===== src/rtl/audio_sample_reader.sv =====
// Streams 8-bit audio samples out of 32-bit flash words (two 16-bit samples per word),
// one sample per accepted sample tick, forward or backward through the clip with restart support.
module audio_sample_reader #(
  parameter logic [22:0] LAST_ADDR = 23'h7FFFF
) (
  input  logic        clk,
  input  logic        reset,
  input  logic        sample_tick,
  input  logic        play,
  input  logic        direction,
  input  logic        restart,
  output logic [22:0] flash_address,
  output logic        flash_read,
  input  logic        flash_waitrequest,
  input  logic [31:0] flash_readdata,
  input  logic        flash_readdatavalid,
  output logic [7:0]  audio_data,
  output logic        audio_valid
);

  typedef enum logic [2:0] {
    IDLE, REQ, WAIT_DATA, WAIT_TICK0, OUT0, WAIT_TICK1, OUT1, ADV
  } state_t;

  state_t      state, state_nxt;
  logic [22:0] addr_nxt, start_addr, step_addr;
  logic [7:0]  word_lo, word_hi, word_lo_nxt, word_hi_nxt;
  logic        word_dir, word_dir_nxt;
  logic [7:0]  data_nxt;
  logic        pending, pending_nxt;
  logic        apply;

  // Only the upper byte of each 16-bit sample reaches the output.
  logic unused_readdata;
  assign unused_readdata = ^{flash_readdata[23:16], flash_readdata[7:0]};

  assign start_addr = direction ? LAST_ADDR : 23'd0;

  always_comb begin
    if (direction) step_addr = (flash_address == 23'd0) ? LAST_ADDR : flash_address - 23'd1;
    else           step_addr = (flash_address == LAST_ADDR) ? 23'd0 : flash_address + 23'd1;
  end

  always_comb begin
    // NOTE: every signal driven here gets a default first, so no path can leave one unassigned and infer a latch.
    state_nxt    = state;
    addr_nxt     = flash_address;
    word_lo_nxt  = word_lo;
    word_hi_nxt  = word_hi;
    word_dir_nxt = word_dir;
    data_nxt     = audio_data;
    flash_read   = 1'b0;
    audio_valid  = 1'b0;
    apply        = 1'b0;

    case (state)
      IDLE: begin
        if (play) begin
          apply     = pending;
          state_nxt = REQ;
        end
      end
      REQ: begin
        flash_read = 1'b1;
        if (!flash_waitrequest) state_nxt = WAIT_DATA;
      end
      WAIT_DATA: begin
        // A pending restart waits here so the accepted read is always drained.
        if (flash_readdatavalid) begin
          word_lo_nxt  = flash_readdata[15:8];
          word_hi_nxt  = flash_readdata[31:24];
          word_dir_nxt = direction;
          state_nxt    = WAIT_TICK0;
        end
      end
      WAIT_TICK0: begin
        if (pending) begin
          apply     = 1'b1;
          state_nxt = REQ;
        end else if (sample_tick && play) begin
          data_nxt  = word_dir ? word_hi : word_lo;
          state_nxt = OUT0;
        end
      end
      OUT0: begin
        audio_valid = 1'b1;
        state_nxt   = WAIT_TICK1;
      end
      WAIT_TICK1: begin
        if (pending) begin
          apply     = 1'b1;
          state_nxt = REQ;
        end else if (sample_tick && play) begin
          data_nxt  = word_dir ? word_lo : word_hi;
          state_nxt = OUT1;
        end
      end
      OUT1: begin
        audio_valid = 1'b1;
        state_nxt   = ADV;
      end
      ADV: begin
        state_nxt = REQ;
        if (pending) apply = 1'b1;
        else         addr_nxt = step_addr;
      end
      default: state_nxt = IDLE;
    endcase

    if (apply) addr_nxt = start_addr;
    // A restart arriving in the same cycle as an applied one is absorbed by it.
    pending_nxt = apply ? 1'b0 : (pending | restart);
  end

  always_ff @(posedge clk) begin
    // NOTE: state is updated with non-blocking assignments so every register samples pre-edge values.
    if (!reset) begin
      state         <= IDLE;
      flash_address <= 23'd0;
      word_lo       <= 8'h00;
      word_hi       <= 8'h00;
      word_dir      <= 1'b0;
      audio_data    <= 8'h00;
      pending       <= 1'b0;
    end else begin
      state         <= state_nxt;
      flash_address <= addr_nxt;
      word_lo       <= word_lo_nxt;
      word_hi       <= word_hi_nxt;
      word_dir      <= word_dir_nxt;
      audio_data    <= data_nxt;
      pending       <= pending_nxt;
    end
  end

endmodule


===== config.mk =====
export PLATFORM = sky130hd
export DESIGN_NAME = audio_sample_reader
export DESIGN_NICKNAME = d
export VERILOG_FILES = /design/src/rtl/audio_sample_reader.sv
export SDC_FILE = /design/constraint.sdc
export NUM_CORES = 1
export LEC_CHECK = 0
export CAP_MARGIN = 15
export CORE_ASPECT_RATIO = 0.7
export CORE_MARGIN = 2
export CORE_UTILIZATION = 52
export CTS_CLUSTER_DIAMETER = 150
export CTS_CLUSTER_SIZE = 16
export DETAILED_ROUTE_END_ITERATION = 16
export PLACE_DENSITY_LB_ADDON = 0.08
export SYNTH_ARGS = -nofsm -noshare
export SYNTH_HDL_FRONTEND = slang
export SYNTH_SLANG_ARGS = --single-unit

===== constraint.sdc =====
create_clock -name clk -period 3 [get_ports clk]
set_input_delay 0.3 -clock clk [delete_from_list [all_inputs] [get_ports clk]]
set_output_delay 0.3 -clock clk [all_outputs]
set_load 0.01 [all_outputs]

# Yosys cells after proc, flatten, opt, wreduce, memory -nomap -nowiden
# Index checks and enable logic that the tools add are counted.
# totals
ff_bits	52
wordCells	68
# op_classes
bitwise_logic	2
mux	27
eq_ne	18
addsub	2
reduce_logical	12
# ops
operator	n
$mux 23	6
$mux 8	6
$pmux 3 s8	1
$add 23x1->23 const B	1
$eq 23x19->1 const B	1
$logic_not 23->1	1
$sub 23x1->23 const B	1
$mux 3	7
$mux 19	1
$pmux 8 s2	1
$ne 2x2->1 const B	7
$eq 3x3->1 const B	4
$reduce_and 5->1	2
$eq 3x2->1 const B	2
$ne 3x3->1 const B	2
$mux 1	4
$reduce_and 2->1	2
$reduce_bool 2->1	2
$reduce_or 2->1	2
$eq 3x1->1 const B	1
$logic_not 3->1	1
$reduce_or 3->1	1
$ne 2x1->1 const B	1
$pmux 1 s2	1
3 further kinds	3

# Longest topological paths before layout
# Gate-level depths: netlist (run 1).
# depth
word_depth	6
ltp_mapped	9
ltp_nobuf	8

# Worst setup path before layout (run 1)
# OpenSTA, ideal clock, no wires.
# synth_path
kind	register to register
startpoint	reg flash_address[1]
endpoint	reg flash_address[20]
period_less_slack_ns	2.447
path_stages_with_launch	9
path_buffers	1
required_time_ns	2.880
arrival_time_ns	2.327
setup_slack_ns	0.553
path_cell_list	dfxtp_1 -> ha_1 -> nand3_4 -> or4_4 -> buf_6 -> or4_4 -> nand3_2 -> nand2_1 -> a211o_1
# synth_between
elab_chain_len	6
# synth_rtl
element	line_no	source
start, declared	12	output logic [22:0] flash_address,
start signal, assigned	127	flash_address <= addr_nxt;
$add 23x1->23, or another cell as far along	41	else step_addr = (flash_address == LAST_ADDR) ? 23'd0 : flash_address + 23'd1;
$mux 23 (on tied branches)	41, 40	
$mux 23 *	40	if (direction) step_addr = (flash_address == 23'd0) ? LAST_ADDR : flash_address - 23'd1;
$mux 23 *	104	if (pending) apply = 1'b1;
$mux 23 *	56	case (state)
$mux 23 *	110	if (apply) addr_nxt = start_addr;
# Mark *: on every way between the ends. The rest lies on a longest branch, timed or not. The select of a mux whose other input is x is not followed.
# A chain may end at the register's enable or synchronous reset.

# Worst setup path after layout (run 1)
# layout_path
startpoint	reg flash_address[1]
endpoint	reg flash_address[7]
# The elaborated chain is that of the path after synthesis.

==> results of run 1 <==
[how the worst max path moves through the flow]
stage | slack, ns | to | startpoint
3_3_place_gp | 0.23 | flash_address[12] | play
6_report | 0.38 | flash_address[7] | flash_address[1]
4_1_cts | 0.43 | flash_address[9] | flash_address[1]
5_1_grt | 0.26 | flash_address[7] | flash_address[1]
3_5_place_dp | 0.19 | flash_address[12] | play
2_1_floorplan | 0.55 | flash_address[20] | flash_address[1]
[routing by layer]
metal  part of all wire, %  GRT usage, %
met4                  0.89          7.15
met3                   9.8          5.85
met1                    48          43.8
met5                     0             0
met2                    41          37.5
[final cells by class]
| class | count | area [um^2] |
|---|---|---|
| Clock inverter | 2 | 16.3 |
| Inverter | 12 | 45.0 |
| Multi-Input combinational cell | 356 | 2150 |
| Tap cell | 78 | 97.6 |
| Sequential cell | 52 | 1040 |
| Fill cell | 591 | 2170 |
| Clock buffer | 6 | 72.6 |
| Timing Repair Buffer | 72 | 681 |
[cells by family after synthesis]
family                   count (synthesis)  share of synthesized area (%)
AO/OA/AOI/OAI                          132                           25.0
multiplexers                            15                           4.40
adder cells (fa/ha/maj)                  4                           1.39
AND/OR/NAND/NOR                        194                           29.2
flip-flops                              52                           30.5
buffers and inverters                   50                           6.71
XOR/XNOR                                11                           2.82
[Yosys cell counts (all sizes together), types with 5 or more instances]
| cell type | n |
|---|---|
| nand2 | 63 |
| dfxtp | 52 |
| a21oi | 49 |
| nor2 | 42 |
| o21ai | 28 |
| clkbuf | 22 |
| nand3 | 17 |
| buf | 16 |
| nor3 | 16 |
| mux2i | 15 |
| inv | 12 |
| nor4 | 11 |
| a211oi | 8 |
| or4 | 8 |
| o211ai | 7 |
| xnor2 | 7 |
| nand4 | 6 |
| and3 | 5 |
[power breakdown]
| group | switching, uW | total, uW | internal [uW] |
|---|---|---|---|
| Combinational | 461 | 788 | 327 |
| Sequential | 76.5 | 809 | 732 |
| Clock | 255 | 421 | 167 |
| Total | 792 | 2020 | 1230 |
[worst max-delay path, stage by stage (launching register included)]
cell and delay [ns]:
sky130_fd_sc_hd__dfxtp_1 0.47, sky130_fd_sc_hd__ha_1 0.27, sky130_fd_sc_hd__nand3_4 0.12, sky130_fd_sc_hd__or4_4 0.65, sky130_fd_sc_hd__o31ai_4 0.55, sky130_fd_sc_hd__o211ai_1 0.18, sky130_fd_sc_hd__a21oi_1 0.17, sky130_fd_sc_hd__o21ai_1 0.08
[sequential cells by signal, indices dropped and copies added (netlist names)]
| register | flops |
|---|---|
| pending | 1 |
| word_hi | 8 |
| state | 3 |
| audio_data | 8 |
| word_lo | 8 |
| word_dir | 1 |
| flash_address | 23 |
[metrics by stage]
step                      hold slack (ns)  util, %  power (uW)
after detailed placement            0.448     63.9        1590
after floorplan                     0.436        -        1360
after global placement              0.442     63.9        1580
after CTS                           0.461     65.3        2000
after global routing                0.486     65.4        2120
final                               0.461     65.4        2020
==> out/summary.txt, run 1 <==
Critical Path RT: 3.20 ns
pins over their slew limit: 0
number of gates resized after cts: 0
final-stage net count: 542
Post-CTS Hold Buffers: 0
number of standard-cell rows in the floorplan: 24
highest fanout seen on the critical path: 10
vertical die dimension: 71.8 um
non-filler cells in the finished layout: 578
Clock Sink Count: 52
final instance area: 4110 um^2
area growth from synthesis to layout: 20.4%
via count: 3596
number of max-cap violations: 0
critical path endpoint category: register
cts bufs inserted: 5
core area: 6280 um^2
top cells by area, synth: sky130_fd_sc_hd__dfxtp_1 31%, sky130_fd_sc_hd__a21oi_1 7.0%, sky130_fd_sc_hd__nand2_1 6.7%
beginning of the worst hold path: word_hi[5]
ant diodes: 0
#FFs+latches synth: 52
global-route congestion overflow total: 0
Gate Count Post-Synth: 458
final setup slack of the worst path: 0.380 ns
register area share after synthesis: 30.5%
post-route antenna net violation count: 0
clock skew: 0.0138 ns
Root Buffer: sky130_fd_sc_hd__clkbuf_8
RSZ-0062 raised after global routing: false
Slew HR: 48.9%
Post-CTS Setup Bufs: 0
combined global-route utilization of all metal layers: 27.7%
number of buffers between clock root and the deepest sink: 2
worst hold path type: register to register
maximum number of pins on one net before global-route repair: 34
antenna violations before repair: 0
final worst path period share: 87.3%
number of port buffers: 56
share of the synthesized area in the top cell type: 30.5%
Setup Crit Path Kind: register to register
run status: finished clean
netlist area before placement: 3410 um^2
count of flip-flops with a built-in enable after synthesis: 0
post-place instance area: 4010 um^2
TritonCTS clock tree: built
total nets after synthesis: 501
most common cell after layout, fill and taps aside: sky130_fd_sc_hd__nand2_1
destination of the worst hold path: word_hi[5]
Synth area leader: sky130_fd_sc_hd__dfxtp_1
count of final hold-check violations: 0
slew at the pin closest to its max-slew limit: 0.761 ns
Critical R2R Launch: flash_address[1]
Avg Vias per Cell: 6.22
initial detailed-routing violation count: 263
maximum operating frequency: 382 MHz
number of cells in the design after placement: 569
Primary FF master, synth: sky130_fd_sc_hd__dfxtp_1
logic depth of the worst register-to-register path: 7
number of search-and-repair iterations in the first detailed-routing pass: 5
Worst IR Drop VDD: 0.208 mV
average cell area after synthesis: 7.45 um^2
time the final worst path needs with I/O delays and setup: 2.62 ns
RR Endpoint: flash_address[7]
effective utilization at floorplan: 54.3%
cell depth of the worst min-delay path: 2
insertion delay of the later-clocked pin in the worst-skew pair: 0.32 ns
fraction of registers with async set/reset: 0%
startpoint class of the critical path: register
total I/O pin count: 73
number of distinct library cells after synthesis: 73
Residual DRC: 0
last weighted congestion value of the routability-driven placer: 0.901
DRT Wirelength: 9820 um
data arrival time of the worst path: 2.82 ns
most used cells in the layout excluding fill and tap cells: 61 x sky130_fd_sc_hd__nand2_1, 56 x sky130_fd_sc_hd__clkdlybuf4s50_1, 52 x sky130_fd_sc_hd__dfxtp_1
Max H-tree Level: 2
final setup vio count: 0
via count of the first global-routing pass: 3198
DIE WIDTH: 101 um
summed negative setup slack over all endpoints: 0 ns
Power Density: 492 nW/um^2
DP Worst Slack: 0.187 ns
number of warnings printed during yosys synthesis: 0
average detailed-routed wire length per instance: 17.0 um
clock-pin slew of the registers on the worst-case setup and hold paths: 0.11 ns
minimum setup slack among reg-to-reg paths: 0.38 ns
die area: 7230 um^2
first-pass GRT wire length: 16100 um
post-DP HPWL: 7000 um
Leak: 0.00144 uW
fraction of final layout cells with drive strength greater than 1: 8.80%
Power figures use the tool's default switching activity.
==> run 2, diff against run 1 <==
--- a/config.mk
+++ b/config.mk
@@ -7,7 +7,7 @@
 export LEC_CHECK = 0
 export CAP_MARGIN = 15
 export CORE_ASPECT_RATIO = 0.7
-export CORE_MARGIN = 2
+export CORE_MARGIN = 1
 export CORE_UTILIZATION = 52
 export CTS_CLUSTER_DIAMETER = 150
 export CTS_CLUSTER_SIZE = 16
==> run 2 against run 1 <==
Combinational power up 0.9%. Flip-flop and latch count unchanged. Fmax down 0.75%. Largest cell class unchanged. Clock skew down 0.0075 ns. Highest routed layer unchanged.
==> out/summary.txt, run 2 (synthesis results as in run 1) <==
most flop-heavy register: flash_address (unchanged)
last weighted congestion value of the routability-driven placer: 0.908 (was 0.901)
Power Density: 514 nW/um^2 (was 492 nW/um^2)
longest individual stage delay on the worst path: 0.66 ns (was 0.65 ns)
global-route congestion overflow total: 0 (unchanged)
via count of the first global-routing pass: 3135 (was 3198)
clock skew: 0.00628 ns (was 0.0138 ns)
total power after layout: 2130 uW (was 2020 uW)
destination of the worst hold path: word_lo[1] (was word_hi[5])
cell type group with the largest total delay on the critical path: simple AND/OR/NAND/NOR gates (was compound AO/OA/AOI/OAI gates)
vertical die dimension: 69.8 um (was 71.8 um)
insertion delay of the later-clocked pin in the worst-skew pair: 0.31 ns (was 0.32 ns)
DIE WIDTH: 98.8 um (was 101 um)
run status: finished clean (unchanged)
Residual DRC: 0 (unchanged)
post-route antenna net violation count: 0 (unchanged)
Root Buffer: sky130_fd_sc_hd__clkbuf_8 (unchanged)
max reg flops: 23 (unchanged)
Slew HR: 48.5% (was 48.9%)
FILL cells: 541 (was 591)
worst hold path type: register to register (unchanged)
dominant cell type by count on the critical path: sky130_fd_sc_hd__a21oi_1
slew at the pin closest to its max-slew limit: 0.767 ns (was 0.761 ns)
RSZ-0062 raised after global routing: false (unchanged)
Post-CTS Setup Bufs: 0 (unchanged)
die area: 6890 um^2 (was 7230 um^2)
core area: 6280 um^2 (unchanged)
most used cells in the layout excluding fill and tap cells: 61 x sky130_fd_sc_hd__nand2_1, 56 x sky130_fd_sc_hd__clkdlybuf4s50_1, 52 x sky130_fd_sc_hd__dfxtp_1 (unchanged)
number of buffers between clock root and the deepest sink: 2 (unchanged)
number of gates resized after cts: 0 (unchanged)
area of the multi-input gates: 2150 um^2 (unchanged)
beginning of the worst hold path: word_lo[1] (was word_hi[5])
antenna violations before repair: 0 (unchanged)
DRT Wirelength: 9810 um (was 9820 um)
most common cell after layout, fill and taps aside: sky130_fd_sc_hd__nand2_1 (unchanged)
Max H-tree Level: 2 (unchanged)
cts bufs inserted: 5 (unchanged)
post-DP HPWL: 6900 um (was 7000 um)
number of standard-cell rows in the floorplan: 24 (unchanged)
Critical R2R Launch: flash_address[0] (was flash_address[1])
Clock Sink Count: 52 (unchanged)
final-stage net count: 542 (unchanged)
RR Endpoint: flash_address[3] (was flash_address[7])
minimum setup slack among reg-to-reg paths: 0.36 ns (was 0.38 ns)
via count: 3614 (was 3596)
critical path endpoint category: register (unchanged)
sequential cell area in the final layout: 1040 um^2 (unchanged)
count of buffer and inverter cells on the critical path: 0 (unchanged)
count of final hold-check violations: 0 (unchanged)
TritonCTS clock tree: built (unchanged)
area growth from synthesis to layout: 21.3% (was 20.4%)
highest fanout seen on the critical path: 8 (was 10)
Avg Vias per Cell: 6.25 (was 6.22)
initial detailed-routing violation count: 292 (was 263)
effective utilization at floorplan: 54.3% (unchanged)
average detailed-routed wire length per instance: 17.0 um (about the same)
fraction of final layout cells with drive strength greater than 1: 9.00% (was 8.80%)
number of search-and-repair iterations in the first detailed-routing pass: 5 (unchanged)
CP cell instances: ha_1 -> nand3_4 -> or4_4 -> or3_4 -> and2_1 -> a21oi_1 -> a21oi_1 (was ha_1 -> nand3_4 -> or4_4 -> o31ai_4 -> o211ai_1 -> a21oi_1 -> o21ai_1)
Slowest cell on crit path: sky130_fd_sc_hd__or4_4 (unchanged)
maximum number of pins on one net before global-route repair: 34 (unchanged)
final setup vio count: 0 (unchanged)
cell depth of the worst min-delay path: 2 (unchanged)
clock-pin slew of the registers on the worst-case setup and hold paths: 0.10 ns (was 0.11 ns)
maximum operating frequency: 379 MHz (was 382 MHz)
data arrival time of the worst path: 2.83 ns (was 2.82 ns)
Leak: 0.00146 uW (was 0.00144 uW)
final worst path period share: 88.0% (was 87.3%)
number of max-cap violations: 0 (unchanged)
Setup Crit Path Kind: register to register (unchanged)
first-pass GRT wire length: 16100 um (unchanged)
total I/O pin count: 73 (unchanged)
Worst IR Drop VDD: 0.272 mV (was 0.208 mV)
startpoint class of the critical path: register (unchanged)
pins over their slew limit: 0 (unchanged)
time the final worst path needs with I/O delays and setup: 2.64 ns (was 2.62 ns)
number of port buffers: 56 (unchanged)
Critical Path RT: 3.19 ns (was 3.20 ns)
combined global-route utilization of all metal layers: 29.4% (was 27.7%)
ant diodes: 0 (unchanged)
Post-CTS Hold Buffers: 0 (unchanged)
summed negative setup slack over all endpoints: 0 ns (unchanged)
logic depth of the worst register-to-register path: 7 (unchanged)
## run 2: per-layer routing
| layer | vias up | GRT usage (%) | share of wire, % |
|---|---|---|---|
| met3 | 15 | 6.35 | 9.8 |
| li1 | 1747 | - | - |
| met1 | 1654 | 44.7 | 48 |
| met4 | 0 | 8.96 | 0.91 |
| met5 | - | 0 | 0 |
| met2 | 198 | 40.7 | 42 |
## run 2: stage by stage
stage,hold WS [ns],utilization (%),instances,worst slack [ns],instance area [um^2]
after global routing,0.481,65.9,578,0.269,4140
final,0.461,65.9,578,0.361,4140
after global placement,0.443,63.9,569,0.224,4010
after floorplan,0.436,-,458,0.553,3410
after CTS,0.461,65.9,578,0.418,4140
after detailed placement,0.447,64.0,570,0.411,4020
## run 2: cell type report
class / count / share of cell area, %
Inverter: 12 / 1.09
Multi-Input combinational cell: 356 / 52.0
Timing Repair Buffer: 72 / 16.4
Sequential cell: 52 / 25.2
Clock buffer: 6 / 2.00
Tap cell: 78 / 2.36
Clock inverter: 2 / 0.937
## run 2: worst max-delay path by stage
stage	slack, ns	start	cells past startpoint	endpoint
floorplan	0.55	flash_address[1]	8	flash_address[20]
global placement	0.22	play	7	flash_address[12]
detailed placement	0.41	play	7	flash_address[10]
CTS	0.42	flash_address[0]	7	flash_address[3]
global route	0.27	flash_address[0]	7	flash_address[3]
finish	0.36	flash_address[0]	7	flash_address[3]
## run 2: power by group
| group | internal (uW) | switching [uW] |
|---|---|---|
| combinational | 327 | 468 |
| clock | 273 | 248 |
| sequential | 732 | 78.8 |
| total | 1330 | 795 |
## run 2: worst min-delay path, stage by stage (launching register included)
cell                      delay, ns
sky130_fd_sc_hd__dfxtp_1       0.32
sky130_fd_sc_hd__nand2_1       0.05
sky130_fd_sc_hd__a21oi_1       0.05
==> run 3, diff against run 2 <==
--- a/config.mk
+++ b/config.mk
@@ -8,7 +8,7 @@
 export CAP_MARGIN = 15
 export CORE_ASPECT_RATIO = 0.7
 export CORE_MARGIN = 1
-export CORE_UTILIZATION = 52
+export CORE_UTILIZATION = 55
 export CTS_CLUSTER_DIAMETER = 150
 export CTS_CLUSTER_SIZE = 16
 export DETAILED_ROUTE_END_ITERATION = 16
==> constraint.sdc (replaced) <==
create_clock -name clk -period 3.1 [get_ports clk]
set_input_delay 0.31 -clock clk [delete_from_list [all_inputs] [get_ports clk]]
set_output_delay 0.31 -clock clk [all_outputs]
set_load 0.01 [all_outputs]
==> run 3 against run 2 <==
Critical endpoint is now flash_address[7]. Cell count decreased by 1.4%. Setup slack improved by 0.13 ns. Clock power increased by 5.4%. First-iteration DRC count increased by 8.2%. Sequential share of layout area increased by 0.16 points. Combinational power decreased by 5.0%. Largest cell class unchanged. Clock skew decreased by 0.0014 ns.
==> out/summary.txt, run 3 (synthesis results as in run 1) <==
run status: finished clean (unchanged)
Post-CTS Setup Bufs: 0 (unchanged)
number of gates resized after cts: 0 (unchanged)
antenna violations before repair: 0 (unchanged)
number of search-and-repair iterations in the first detailed-routing pass: 5 (unchanged)
total power after layout: 2100 uW (was 2130 uW)
Root Buffer: sky130_fd_sc_hd__clkbuf_8 (unchanged)
core area: 5840 um^2 (was 6280 um^2)
insertion delay of the later-clocked pin in the worst-skew pair: 0.31 ns (about the same)
RSZ-0062 raised after global routing: false (unchanged)
ant diodes: 0 (unchanged)
Worst IR Drop VDD: 0.271 mV (was 0.272 mV)
post-route antenna net violation count: 0 (unchanged)
summed negative setup slack over all endpoints: 0 ns (unchanged)
worst hold path type: register to register (unchanged)
area growth from synthesis to layout: 20.5% (was 21.3%)
net switching component of the power: 757 uW (was 795 uW)
highest fanout seen on the critical path: 10 (was 8)
TritonCTS clock tree: built (unchanged)
data arrival time of the worst path: 2.79 ns (was 2.83 ns)
Clock Sink Count: 52 (unchanged)
Max H-tree Level: 2 (unchanged)
cts bufs inserted: 5 (unchanged)
final setup vio count: 0 (unchanged)
Avg Vias per Cell: 6.34 (was 6.25)
clock skew: 0.00487 ns (was 0.00628 ns)
maximum number of pins on one net before global-route repair: 36 (was 34)
Power Density: 510 nW/um^2 (was 514 nW/um^2)
initial detailed-routing violation count: 316 (was 292)
average detailed-routed wire length per instance: 16.9 um (was 17.0 um)
max reg flops: 23 (unchanged)
first-pass GRT wire length: 15400 um (was 16100 um)
Post-CTS Hold Buffers: 0 (unchanged)
slew at the pin closest to its max-slew limit: 0.993 ns (was 0.767 ns)
total I/O pin count: 73 (unchanged)
number of standard-cell rows in the floorplan: 23 (was 24)
via count: 3613 (was 3614)
Combinational Power Share: 36.1% (was 37.4%)
effective utilization at floorplan: 58.4% (was 54.3%)
non-filler cells in the finished layout: 570 (was 578)
post-DP HPWL: 6730 um (was 6900 um)
count of final hold-check violations: 0 (unchanged)
number of buffers between clock root and the deepest sink: 2 (unchanged)
Slew HR: 33.5% (was 48.5%)
pins over their slew limit: 0 (unchanged)
Residual DRC: 0 (unchanged)
combined global-route utilization of all metal layers: 30.8% (was 29.4%)
global-route congestion overflow total: 0 (unchanged)
DRT Wirelength: 9650 um (was 9810 um)
Sequential Power Share: 37.7% (was 38.1%)
startpoint class of the critical path: register (unchanged)
most used cells in the layout excluding fill and tap cells: 61 x sky130_fd_sc_hd__nand2_1, 56 x sky130_fd_sc_hd__clkdlybuf4s50_1, 52 x sky130_fd_sc_hd__dfxtp_1 (unchanged)
number of max-cap violations: 0 (unchanged)
fraction of final layout cells with drive strength greater than 1: 8.08% (was 9.00%)
Critical Path RT: 3.29 ns (was 3.19 ns)
final-stage net count: 538 (was 542)
Leak: 0.00144 uW (was 0.00146 uW)
maximum operating frequency: 384 MHz (was 379 MHz)
via count of the first global-routing pass: 3117 (was 3135)
time the final worst path needs with I/O delays and setup: 2.61 ns (was 2.64 ns)
most flop-heavy register: flash_address (unchanged)
Clock power frac: 26.2% (was 24.5%)
DIE WIDTH: 96.1 um (was 98.8 um)
last weighted congestion value of the routability-driven placer: 0.943 (was 0.908)
critical path endpoint category: register (unchanged)
number of cells in the design after placement: 563 (was 570)
sw frac: 36.1% (was 37.4%)
die area: 6530 um^2 (was 6890 um^2)
number of port buffers: 56 (unchanged)
Setup Crit Path Kind: register to register (unchanged)
most common cell after layout, fill and taps aside: sky130_fd_sc_hd__nand2_1 (unchanged)
clock-pin slew of the registers on the worst-case setup and hold paths: 0.10 ns (about the same)
final worst path period share: 84.1% (was 88.0%)
minimum setup slack among reg-to-reg paths: 0.49 ns (was 0.36 ns)
internal power consumption: 1340 uW (was 1330 uW)
vertical die dimension: 67.9 um (was 69.8 um)
## run 3: cell types whose count changed in the layout (fill, tap and decap cells not counted), sizes merged
cell and delta:
buf -4, bufinv +1, clkbuf -1, clkinv -1
## run 3: power by group through the flow
stage,combinational (uW),clock [uW],sequential (uW)
3_5_place_dp,731,0,803
2_1_floorplan,553,0,765
3_3_place_gp,716,0,800
5_1_grt,815,579,800
6_report,755,550,790
4_1_cts,736,556,788
## run 3: worst paths after layout
check | start | end | cells past startpoint
worst max-delay path | flash_address[1] | flash_address[7] | 7
worst min-delay path | word_hi[3] | word_hi[3] | 2
worst max register to register | flash_address[1] | flash_address[7] | 7
worst min register to register | word_hi[3] | word_hi[3] | 2
## run 3: per-stage QoR
step / area (um^2) / hold WS, ns / util [%] / worst slack [ns]
finish: 4110 / 0.461 / 70.4 / 0.493
CTS: 4110 / 0.461 / 70.4 / 0.536
global placement: 3980 / 0.443 / 68.2 / 0.510
detailed placement: 3980 / 0.448 / 68.2 / 0.488
floorplan: 3410 / 0.436 / - / 0.653
global route: 4110 / 0.484 / 70.4 / 0.369
## run 3: routing by layer
| layer | track usage, % | part of all wire, % | up-vias |
|---|---|---|---|
| li1 | - | - | 1734 |
| met1 | 46.2 | 47 | 1668 |
| met2 | 43.7 | 41 | 197 |
| met3 | 6.56 | 11 | 14 |
| met4 | 8.96 | 0.96 | 0 |
| met5 | 0 | 0 | - |
## run 3: layout make-up
cell class	count	area (um^2)
fillers	501	1730
inverters	12	45.0
multi-input cells	356	2150
flip-flops and latches	52	1040
clock inverters	2	60.1
clock buffers	5	68.8
well taps	75	93.8
repair buffers	68	651
## run 3: worst max-delay path, stage by stage (launching register included)
cell	delay [ns]
sky130_fd_sc_hd__dfxtp_1	0.47
sky130_fd_sc_hd__ha_1	0.29
sky130_fd_sc_hd__nand3_4	0.11
sky130_fd_sc_hd__or4_4	0.64
sky130_fd_sc_hd__o31ai_4	0.52
sky130_fd_sc_hd__o211ai_1	0.18
sky130_fd_sc_hd__a21oi_1	0.17
sky130_fd_sc_hd__o21ai_1	0.10
